File: src/rtl/cm_pkg.sv
// cm_pkg: shared types and helpers for the cm_sort scheduler.
//   cm_tag_t  - per-job tag {vld, id, cnt} carried alongside the sorter pipeline
//   cnt_width - width of a lane-count field able to hold 0..lanes
package cm_pkg;

    // Wide enough for up to 16 requesters and 255 lanes.
    localparam int unsigned ID_W      = 4;
    localparam int unsigned TAG_CNT_W = 8;

    typedef struct packed {
        logic                 vld;
        logic [ID_W-1:0]      id;
        logic [TAG_CNT_W-1:0] cnt;
    } cm_tag_t;

    function automatic int unsigned cnt_width(input int unsigned lanes);
        return $clog2(lanes + 1);
    endfunction

endpackage

File: src/rtl/cm_rr_arb.sv
// cm_rr_arb: round-robin arbiter.
//   clk_i     - clock
//   rst_i     - synchronous active-high reset (pointer back to 0)
//   req_i     - per-requester request
//   accept_i  - strobe: the current grant was taken this cycle
//   gnt_o     - one-hot grant (combinational), zero when no request
//   gnt_idx_o - binary index of the granted requester
// The search starts at ptr_q, which always points one past the last accepted grant.
module cm_rr_arb #(
    parameter int unsigned  REQ_CNT = 4,
    localparam int unsigned IW      = $clog2(REQ_CNT)
) (
    input  logic               clk_i,
    input  logic               rst_i,
    input  logic [REQ_CNT-1:0] req_i,
    input  logic               accept_i,
    output logic [REQ_CNT-1:0] gnt_o,
    output logic [IW-1:0]      gnt_idx_o
);

    logic [IW-1:0] ptr_q, ptr_d;
    logic          found;

    always_comb begin
        gnt_o     = '0;
        gnt_idx_o = '0;
        found     = 1'b0;
        for (int unsigned off = 0; off < REQ_CNT; off++) begin
            int unsigned idx;
            idx = (32'(ptr_q) + off) % REQ_CNT;
            if (!found && req_i[idx]) begin
                found          = 1'b1;
                gnt_o[idx]     = 1'b1;
                gnt_idx_o      = IW'(idx);
            end
        end
    end

    // Pointer moves only on a real transfer.
    always_comb begin
        ptr_d = ptr_q;
        if (accept_i) begin
            ptr_d = (gnt_idx_o == IW'(REQ_CNT - 1)) ? '0 : gnt_idx_o + IW'(1);
        end
    end

    always_ff @(posedge clk_i) begin
        if (rst_i) begin
            ptr_q <= '0;
        end else begin
            ptr_q <= ptr_d;
        end
    end

endmodule

File: src/rtl/cm_sort_sched.sv
// cm_sort_sched: shares one cm_sort pipeline among REQ_CNT requesters.
//   i_clk, i_rst            - clock, synchronous active-high reset
//   i_en                    - allow new grants (in-flight jobs always drain)
//   i_req_vld/o_req_rdy     - per-requester handshake, rdy one-hot or zero
//   i_req_data/i_req_cnt    - per-requester vector and valid-lane count
//   o_srt_vld/o_srt_data    - registered issue to cm_sort
//   i_srt_vld/i_srt_data    - result from cm_sort, LAT cycles after issue
//   o_rsp_vld               - one-hot response strobe to the owning requester
//   o_rsp_data/o_rsp_cnt    - shared result bus and job lane count
//   o_busy                  - any job in flight
//   o_err                   - sticky: sorter output and tag line disagreed
// cm_sort has no backpressure, so a plain LAT-deep tag shift register tracks ownership.
module cm_sort_sched
    import cm_pkg::*;
#(
    parameter int unsigned  REQ_CNT    = 4,
    parameter int unsigned  DATA_CNT   = 8,
    parameter int unsigned  DATA_WIDTH = 16,
    parameter int unsigned  LAT        = 4,
    localparam int unsigned CW         = cnt_width(DATA_CNT),
    localparam int unsigned IW         = $clog2(REQ_CNT)
) (
    input  logic                                             i_clk,
    input  logic                                             i_rst,
    input  logic                                             i_en,
    input  logic [REQ_CNT-1:0]                               i_req_vld,
    output logic [REQ_CNT-1:0]                               o_req_rdy,
    input  logic [REQ_CNT-1:0][DATA_CNT-1:0][DATA_WIDTH-1:0] i_req_data,
    input  logic [REQ_CNT-1:0][CW-1:0]                       i_req_cnt,
    output logic                                             o_srt_vld,
    output logic [DATA_CNT-1:0][DATA_WIDTH-1:0]              o_srt_data,
    input  logic                                             i_srt_vld,
    input  logic [DATA_CNT-1:0][DATA_WIDTH-1:0]              i_srt_data,
    output logic [REQ_CNT-1:0]                               o_rsp_vld,
    output logic [DATA_CNT-1:0][DATA_WIDTH-1:0]              o_rsp_data,
    output logic [CW-1:0]                                    o_rsp_cnt,
    output logic                                             o_busy,
    output logic                                             o_err
);

    logic [REQ_CNT-1:0]                  arb_req;
    logic [REQ_CNT-1:0]                  gnt;
    logic [IW-1:0]                       gnt_idx;
    logic                                accept;

    logic [CW-1:0]                       sel_cnt;
    logic [CW-1:0]                       cnt_cl;
    logic [DATA_CNT-1:0][DATA_WIDTH-1:0] lane_d;
    cm_tag_t                             iss_tag_d, iss_tag_q;
    logic [DATA_CNT-1:0][DATA_WIDTH-1:0] srt_data_q;

    cm_tag_t [LAT-1:0]                   tag_q;
    cm_tag_t                             emerge;
    logic                                hit;
    logic                                busy_any;
    logic                                err_d, err_q;

    // ------------------------------------------------------------------
    // Arbitration: i_en gates requests so the pointer cannot move while disabled.
    // ------------------------------------------------------------------
    assign arb_req = i_req_vld & {REQ_CNT{i_en}};

    cm_rr_arb #(
        .REQ_CNT (REQ_CNT)
    ) u_arb (
        .clk_i     (i_clk),
        .rst_i     (i_rst),
        .req_i     (arb_req),
        .accept_i  (accept),
        .gnt_o     (gnt),
        .gnt_idx_o (gnt_idx)
    );

    assign o_req_rdy = gnt & {REQ_CNT{~i_rst}};
    // rdy is only ever set for a requester that is also valid.
    assign accept    = |o_req_rdy;

    // ------------------------------------------------------------------
    // Issue stage: clamp count, pad unused lanes with all-ones so they sort last.
    // ------------------------------------------------------------------
    always_comb begin
        sel_cnt = i_req_cnt[gnt_idx];
        cnt_cl  = (sel_cnt > CW'(DATA_CNT)) ? CW'(DATA_CNT) : sel_cnt;
        lane_d  = '1;
        for (int unsigned j = 0; j < DATA_CNT; j++) begin
            if (CW'(j) < cnt_cl) begin
                lane_d[j] = i_req_data[gnt_idx][j];
            end
        end
        iss_tag_d     = '0;
        iss_tag_d.vld = accept;
        iss_tag_d.id  = ID_W'(gnt_idx);
        iss_tag_d.cnt = TAG_CNT_W'(cnt_cl);
    end

    always_ff @(posedge i_clk) begin
        if (i_rst) begin
            iss_tag_q  <= '0;
            srt_data_q <= '0;
        end else begin
            iss_tag_q <= iss_tag_d;
            if (accept) begin
                srt_data_q <= lane_d;
            end
        end
    end

    assign o_srt_vld  = iss_tag_q.vld & ~i_rst;
    assign o_srt_data = srt_data_q;

    // ------------------------------------------------------------------
    // Tag line: entry 0 loads in the cycle the job is presented to cm_sort,
    // so entry LAT-1 lines up with the matching i_srt_vld.
    // ------------------------------------------------------------------
    always_ff @(posedge i_clk) begin
        if (i_rst) begin
            tag_q <= '0;
        end else begin
            tag_q[0] <= iss_tag_q;
            for (int unsigned i = 1; i < LAT; i++) begin
                tag_q[i] <= tag_q[i-1];
            end
        end
    end

    assign emerge = tag_q[LAT-1];

    // ------------------------------------------------------------------
    // Response and error.
    // ------------------------------------------------------------------
    assign hit = i_srt_vld & emerge.vld & ~i_rst;

    always_comb begin
        o_rsp_vld = '0;
        for (int unsigned r = 0; r < REQ_CNT; r++) begin
            o_rsp_vld[r] = hit && (emerge.id == ID_W'(r));
        end
    end

    assign o_rsp_data = i_srt_data;
    assign o_rsp_cnt  = CW'(emerge.cnt);

    assign err_d = err_q | (i_srt_vld ^ emerge.vld);

    always_ff @(posedge i_clk) begin
        if (i_rst) begin
            err_q <= 1'b0;
        end else begin
            err_q <= err_d;
        end
    end

    assign o_err = err_q & ~i_rst;

    always_comb begin
        busy_any = iss_tag_q.vld;
        for (int unsigned i = 0; i < LAT; i++) begin
            busy_any = busy_any | tag_q[i].vld;
        end
    end

    assign o_busy = busy_any & ~i_rst;

endmodule

File: config.mk
export PLATFORM = sky130hd
export DESIGN_NAME = cm_sort_sched
export DESIGN_NICKNAME = d
export VERILOG_FILES = /design/src/rtl/cm_pkg.sv /design/src/rtl/cm_rr_arb.sv /design/src/rtl/cm_sort_sched.sv
export SDC_FILE = /design/constraint.sdc
export NUM_CORES = 1
export LEC_CHECK = 0
export BUFFER_PORTS_ARGS = -buffer_cell sky130_fd_sc_hd__buf_2
export CORE_AREA = 2 2 367 369
export DETAILED_ROUTE_END_ITERATION = 10
export DIE_AREA = 0 0 369 371
export GPL_ROUTABILITY_DRIVEN = 0
export SLEW_MARGIN = 20
export SYNTH_ARGS = -nofsm -noshare
export SYNTH_HDL_FRONTEND = slang
export SYNTH_SLANG_ARGS = --single-unit
File: constraint.sdc
create_clock -name i_clk -period 4.8 [get_ports i_clk]
set_input_delay 0.72 -clock i_clk [delete_from_list [all_inputs] [get_ports i_clk]]
set_output_delay 0.72 -clock i_clk [all_outputs]
set_load 0.05 [all_outputs]
; ---- Word-level counts from Yosys, hierarchy flattened
; Cells that the tools add are included.
[totals]
memories = 0
ff_bits = 176
ramBits = 0
latch_bits = 0
input_bits = 664
wordCells = 126
mem_bits_ro = 0
out_inout_bits = 271
[op_classes]
n_eq_ne = 4
bitwise = 17
order_cmp = 18
n_reduce_logical = 16
n_div = 0
n_shift = 0
add_sub_neg = 4
mul = 0
mux = 41
[ops]
columns = op, count
row1 = $bmux 128 s2, 1
row2 = $mux 128, 1
row3 = $mux 16, 8
row4 = $mux 4, 6
row5 = $lt 3x4->1 const A, 4
row6 = $lt 2x3->1 const B, 5
row7 = $or 4x4->4, 3
row8 = $logic_and 1x1->1, 11
row9 = $mux 1, 11
row10 = $mux 2, 5
row11 = $and 4x4->4, 2
row12 = $bmux 1 s2, 4
row13 = $bmux 4 s2, 1
row14 = $demux 1 s2, 4
row15 = $eq 4x2->1 const B, 2
row16 = $ge 2x1->1 const B, 4
row17 = $lt 1x4->1 const A, 2
row18 = $lt 2x4->1 const A, 2
row19 = $and 1x1->1, 5
row20 = $or 1x1->1, 5
row21 = $add 2x1->2 const B, 2
row22 = $add 2x2->2 const B, 2
row23 = $eq 4x1->1 const B, 1
row24 = $gt 4x4->1 const B, 1
row25 = other kinds (6), 8

; ---- Depth between registers and ports, before layout
[depth]
word_depth = 19
ltp_mapped = 15
ltp_nobuf = 10

; ---- Cells and area by module
; A second synthesis with hierarchy kept.
[unflattened]
hier_cells = 962
area_unflattened_um2 = 10390.0
[modules_own_cells]
columns = mod, seq_area_each_um2, cells_each, area_per_inst_um2, instances
row1 = cm_sort_sched, 3283.1, 911, 9905.8, 1
row2 = cm_rr_arb, 40.0, 51, 484.2, 1

; ---- Least setup slack after synthesis
; Ideal clock, no wire load.
[synth_path]
path_type = flip-flop to flip-flop
from = register u_arb.ptr_q[0]
to = register srt_data_q (netlist bit o_srt_data[69])
slack_ps = 1089
path_buffers = 3
path_stages_with_launch = 13
setup_time_ps = 119
required_time_ps = 4681
synth_period_minus_slack_ps = 3711
t_arrival_ps = 3593
cell_sequence = dfxtp_1 buf_2 inv_1 ha_1 buf_2 or3b_2 a2111oi_2 o21ai_0 nand4_1 nor4_4 a311o_1 buf_6 o221a_1
[synth_between]
word_cells_on_any_way = 61
cone_classes = 3 x add/sub / 10 x order compare / 33 x mux / 4 x bitwise / 11 x reduce/logical
[synth_rtl]
columns = item, line_no
row1 = start: declaration, cm_rr_arb.sv:21  ; logic [IW-1:0] ptr_q, ptr_d;
row2 = start signal: assignment, cm_rr_arb.sv:51  ; ptr_q <= ptr_d;
row3 = branches (longest 11 deep; another with $lt 2x3->1), --
row4 = $mux 4 *, cm_rr_arb.sv:31  ; if (!found && req_i[idx]) begin
row5 = $and 4x4->4 *, cm_sort_sched.sv:74  ; assign o_req_rdy = gnt & {REQ_CNT{~i_rst}};
row6 = via o_req_rdy[2], cm_sort_sched.sv:27  ; output logic [REQ_CNT-1:0] o_req_rdy,
row7 = $reduce_or 4->1 *, cm_sort_sched.sv:76  ; assign accept = |o_req_rdy;
row8 = end signal: assignment, cm_sort_sched.sv:103  ; srt_data_q <= lane_d;
row9 = end: declaration, cm_sort_sched.sv:50  ; logic [DATA_CNT-1:0][DATA_WIDTH-1:0] srt_data_q;
; Mark *: on every way through the listed nets, which the timed path passes. The select of a mux whose other input is x is not followed.
; A chain may end at the register's enable or synchronous reset.

; ---- Worst setup path in the final report
[layout_path]
from = register u_arb.ptr_q[0]
to = output o_req_rdy[0]
[layout_between]
elab_chain_cells = 13
word_cells_on_any_way = 48
cone_classes = 3 x add/sub / 8 x order compare / 23 x mux / 4 x bitwise / 10 x reduce/logical
[layout_rtl]
columns = item, line_no
row1 = branches (longest 11 deep; another with $lt 2x3->1), --
row2 = $mux 4 *, cm_rr_arb.sv:31
row3 = $and 4x4->4 *, cm_sort_sched.sv:74
row4 = end: declaration, cm_sort_sched.sv:27
; Every way passes the cells marked *. The select of a mux whose other input is x is not followed.

==> summary by stage <==
Power and ir drop
Summed over all nets, the switching power comes to 0.00605 W. The combinational power share is 0.646. Dividing total power by cell area gives a power density of 632 nW/um^2.

The relative contribution of sequential cells to total power is 0.214. The net switching share of the total power is 0.579. The static leakage power is 7.53 nW. The cell internal power dissipation is 0.00439 W. The clock network fraction of total power is 0.140. Across the VDD grid, the largest voltage drop is ~0.26 mV. The total power is 0.0104 W.

Final layout
The layout cell share with drive strength beyond 1 is 0.362. Once layout is complete, the utilization of the core stands at 0.125. At the end of the flow, the number of nets in the layout was 2817. The finished layout holds 3938 standard cells, fillers aside. Relative to the synthesized area, the layout overhead comes to 45.6%.

Detailed routing
Wires add up to 72.2 mm. The number of iterations in the first detailed-routing pass is 6. The average wire per standard cell is ~18 microns. The average via count per standard cell is between 3 and 4. The number of routed nets with antenna violations is 0. The total vias in the final route is 13800.

In the routed design, unresolved DRC markers number 0. In this run, the number of DRC markers left after iteration 0 of detailed routing was 945.

Worst setup path
The startpoint type of the worst setup path is a flop. In this run the worst path has a maximum fanout of 16. Data on the critical path is required at its endpoint by a little over 4 ns. The slowest stage of the critical path belongs to the cell dfxtp_1. The type of element capturing the critical path is an output port.

The data arrival time of the critical path is 3.77 ns. The critical path is of the reg -> out type. Walking the worst path, the cells encountered are inv_1, ha_1, or3b_2, a2111oi_2, o21ai_0, nand4_1, buf_2. The largest stage delay on the critical path is 0.70 ns.

Clock network
The number of gates resized after CTS was 0. In this run, CTS created clock tree buffers numbering 17. TritonCTS built the clock tree. The register clock-pin slew on the reported worst setup and hold paths is 0.07 ns. The number of buffers between clock root and the deepest sink is 2. The clock tree root driver cell is clkbuf_16. At the later pin of the worst-skew pair, clock insertion delay measures 0.52 ns. The number of setup buffers added after CTS is 0. CTS built an H-tree with a depth of 4.

The clock net in this run drives a total of 166 sinks. The number of hold buffers added after CTS was 0.

Synthesis
By area the synthesized netlist is led by dfxtp_1 (29%), nand2_1 (17%), buf_4 (8.9%), nand3_1 (6.6%), a21oi_1 (5.9%). In the synthesized netlist the async set-or-reset flop fraction comes to 0. Sorting the synthesized cells by how often they occur yields nand2_1 (507), dfxtp_1 (166), nand3_1 (150), a21oi_1 (134), buf_4 (134). The number of synthesis warnings is 0. Of the post-synthesis cell area, the dominant cell type holds 0.293. Synthesis handed over a netlist of approximately 1700 instances.

The post-synthesis sequential element count is 166. The leading register cell type out of synthesis is dfxtp_1. Counting every net in the synthesized netlist gives 2356. Yosys mapped the design onto 57 distinct sky130hd cell types.

The share of the Yosys chip area taken by registers is 0.293. The most common cell in the netlist is nand2_1. The synthesized design contains 0 enable-type register cells.

The combined area of all synthesized cells is between 10000 and 15000 sq um. The average instance in the mapped netlist occupies 6.75 sq um. Summed over all instances, the cell type with the most area after synthesis is dfxtp_1.

STA
The final total negative setup slack is 0 ns. The worst slew margin relative to its limit is 0.421. The number of pins with negative max-slew slack in the final report is 0. Based on the critical path, the design can be clocked at up to 223 MHz. In the finished design, the share of the clock period the worst path needs comes to 0.936. Setup repair after global routing left no endpoint under its margin. The count of final setup violators is 0.

The total count of hold-check failures in the final report is 0. The transition time at the pin with the least slew margin is 0.869 ns. The worst path in the final design needs a cycle of between 4 and 5 ns, including I/O delays and setup.

The maximum clock skew at final layout is 0.0175 ns.

Placement
The number of port buffers is 678. Once placement completed, the tool counted placed cells totaling approximately 4000. The total half-perimeter wirelength after legalization and detailed placement is 60.4 mm.

Global route
The global-route wire length before repair is 95.6 mm. The number of antenna violations at the first check in global routing was 31. For this run, the total global-route usage over all layers was measured as 0.102.

The number of global-route vias before repair is 12600. The total grt overflow is 0. Entering global routing, the biggest net connects 91 pins.

Job
The number of max-cap violations is 0.

Die
The row count is between 100 and 150. The die is 369 microns wide. The die covers roughly 140000 sq um.

The effective utilization at floorplan is 0.0855. The I/O pin count is 935. The area of the core region is 133000 sq um. The die boundary height is 371 microns.

Hold path
The worst hold path belongs to the class reg -> reg.

Status
The run finished with clean final reports.
==> worst paths after layout <==
check | startpoint | end | slack [ns] | cells after the start
hold / removal | tag_q[29] | o_rsp_cnt[3] | 0.44 | 1
setup / recovery | u_arb.ptr_q[0] | o_req_rdy[0] | 0.31 | 7
setup reg to reg | u_arb.ptr_q[0] | o_srt_data[65] | 0.45 | 9
hold reg to reg | tag_q[29] | o_rsp_cnt[3] | 0.44 | 1
==> power groups by stage <==
stage / logic (W) / clock network [W] / registers (W)
finish: 0.00674 / 0.00147 / 0.00224
global route: 0.00730 / 0.00163 / 0.00231
CTS: 0.00690 / 0.00159 / 0.00224
detailed placement: 0.00688 / 0 / 0.00227
global placement: 0.00685 / 0 / 0.00227
floorplan: 0.00283 / 0 / 0.00391
==> logic make-up after synthesis <==
logic type               count (synthesis)  synth area share
AND/OR/NAND/NOR                        849             0.325
AO/OA/AOI/OAI                          346             0.202
buffers and inverters                  284             0.143
flip-flops                             166             0.293
multiplexers                            27            0.0266
adder cells (fa/ha/maj)                 10            0.0110
==> cell usage in the layout (no fill, tap or decap), types with 14 or more instances in the layout <==
| cell | n |
|---|---|
| dfxtp_1 | 166 |
| mux2i_1 | 17 |
| clkbuf_16 | 17 |
| buf_2 | 678 |
| a22oi_1 | 16 |
| nand3_1 | 150 |
| nand2_1 | 507 |
| o21ai_0 | 40 |
| o221a_1 | 40 |
| nor2_1 | 76 |
| and3_1 | 50 |
| a221oi_1 | 16 |
| a31oi_1 | 48 |
| a21oi_1 | 134 |
| o21ai_1 | 28 |
| nor2b_1 | 43 |
| diode_2 | 14 |
| buf_4 | 32 |
==> area by class of cell <==
cell class              count  area, sq um
repair buffers            720         3830
flip-flops and latches    166         3320
multi-input cells        1232         6470
well taps                1768         2210
clock inverters            15          184
diodes                     14         35.0
inverters                   6         47.5
fillers                 15500       116000
clock buffers              17          425
==> sequential cells by signal, indices dropped and copies added (netlist names) <==
name	cells
o_srt_data	128
tag_q	21
iss_tag_q	7
o_rsp_cnt	4
emerge	3
u_arb.ptr_q	2
err_q	1
==> routing by layer <==
metal | up-vias | global-route usage | wire [microns]
met3 | 168 | 0.0486 | 7950
met1 | 6298 | 0.128 | 31600
met2 | 769 | 0.143 | 29100
met4 | 10 | 0.0505 | 3390
met5 | - | 0.00769 | 196
li1 | 6564 | - | -
==> critical path: cells and delay by family (launching register included) <==
kind,cells,cell delay [ns]
adders and majority gates,1,0.50
AOI/OAI and AO/OA,2,0.64
buffers and inverters,2,0.60
and+or+nand+nor,2,0.83
DFF,1,0.70
==> through the flow <==
stage | worst slack, ns | hold slack, ns | cell area, sq um
2_1_floorplan | 1.09 | 0.414 | 11400
3_3_place_gp | 0.579 | 0.417 | 15900
3_5_place_dp | 0.470 | 0.424 | 15900
4_1_cts | 0.271 | 0.440 | 16500
5_1_grt | 0.0758 | 0.454 | 16500
6_report | 0.310 | 0.439 | 16500
No activity file was read; power rests on OpenSTA's default activity.
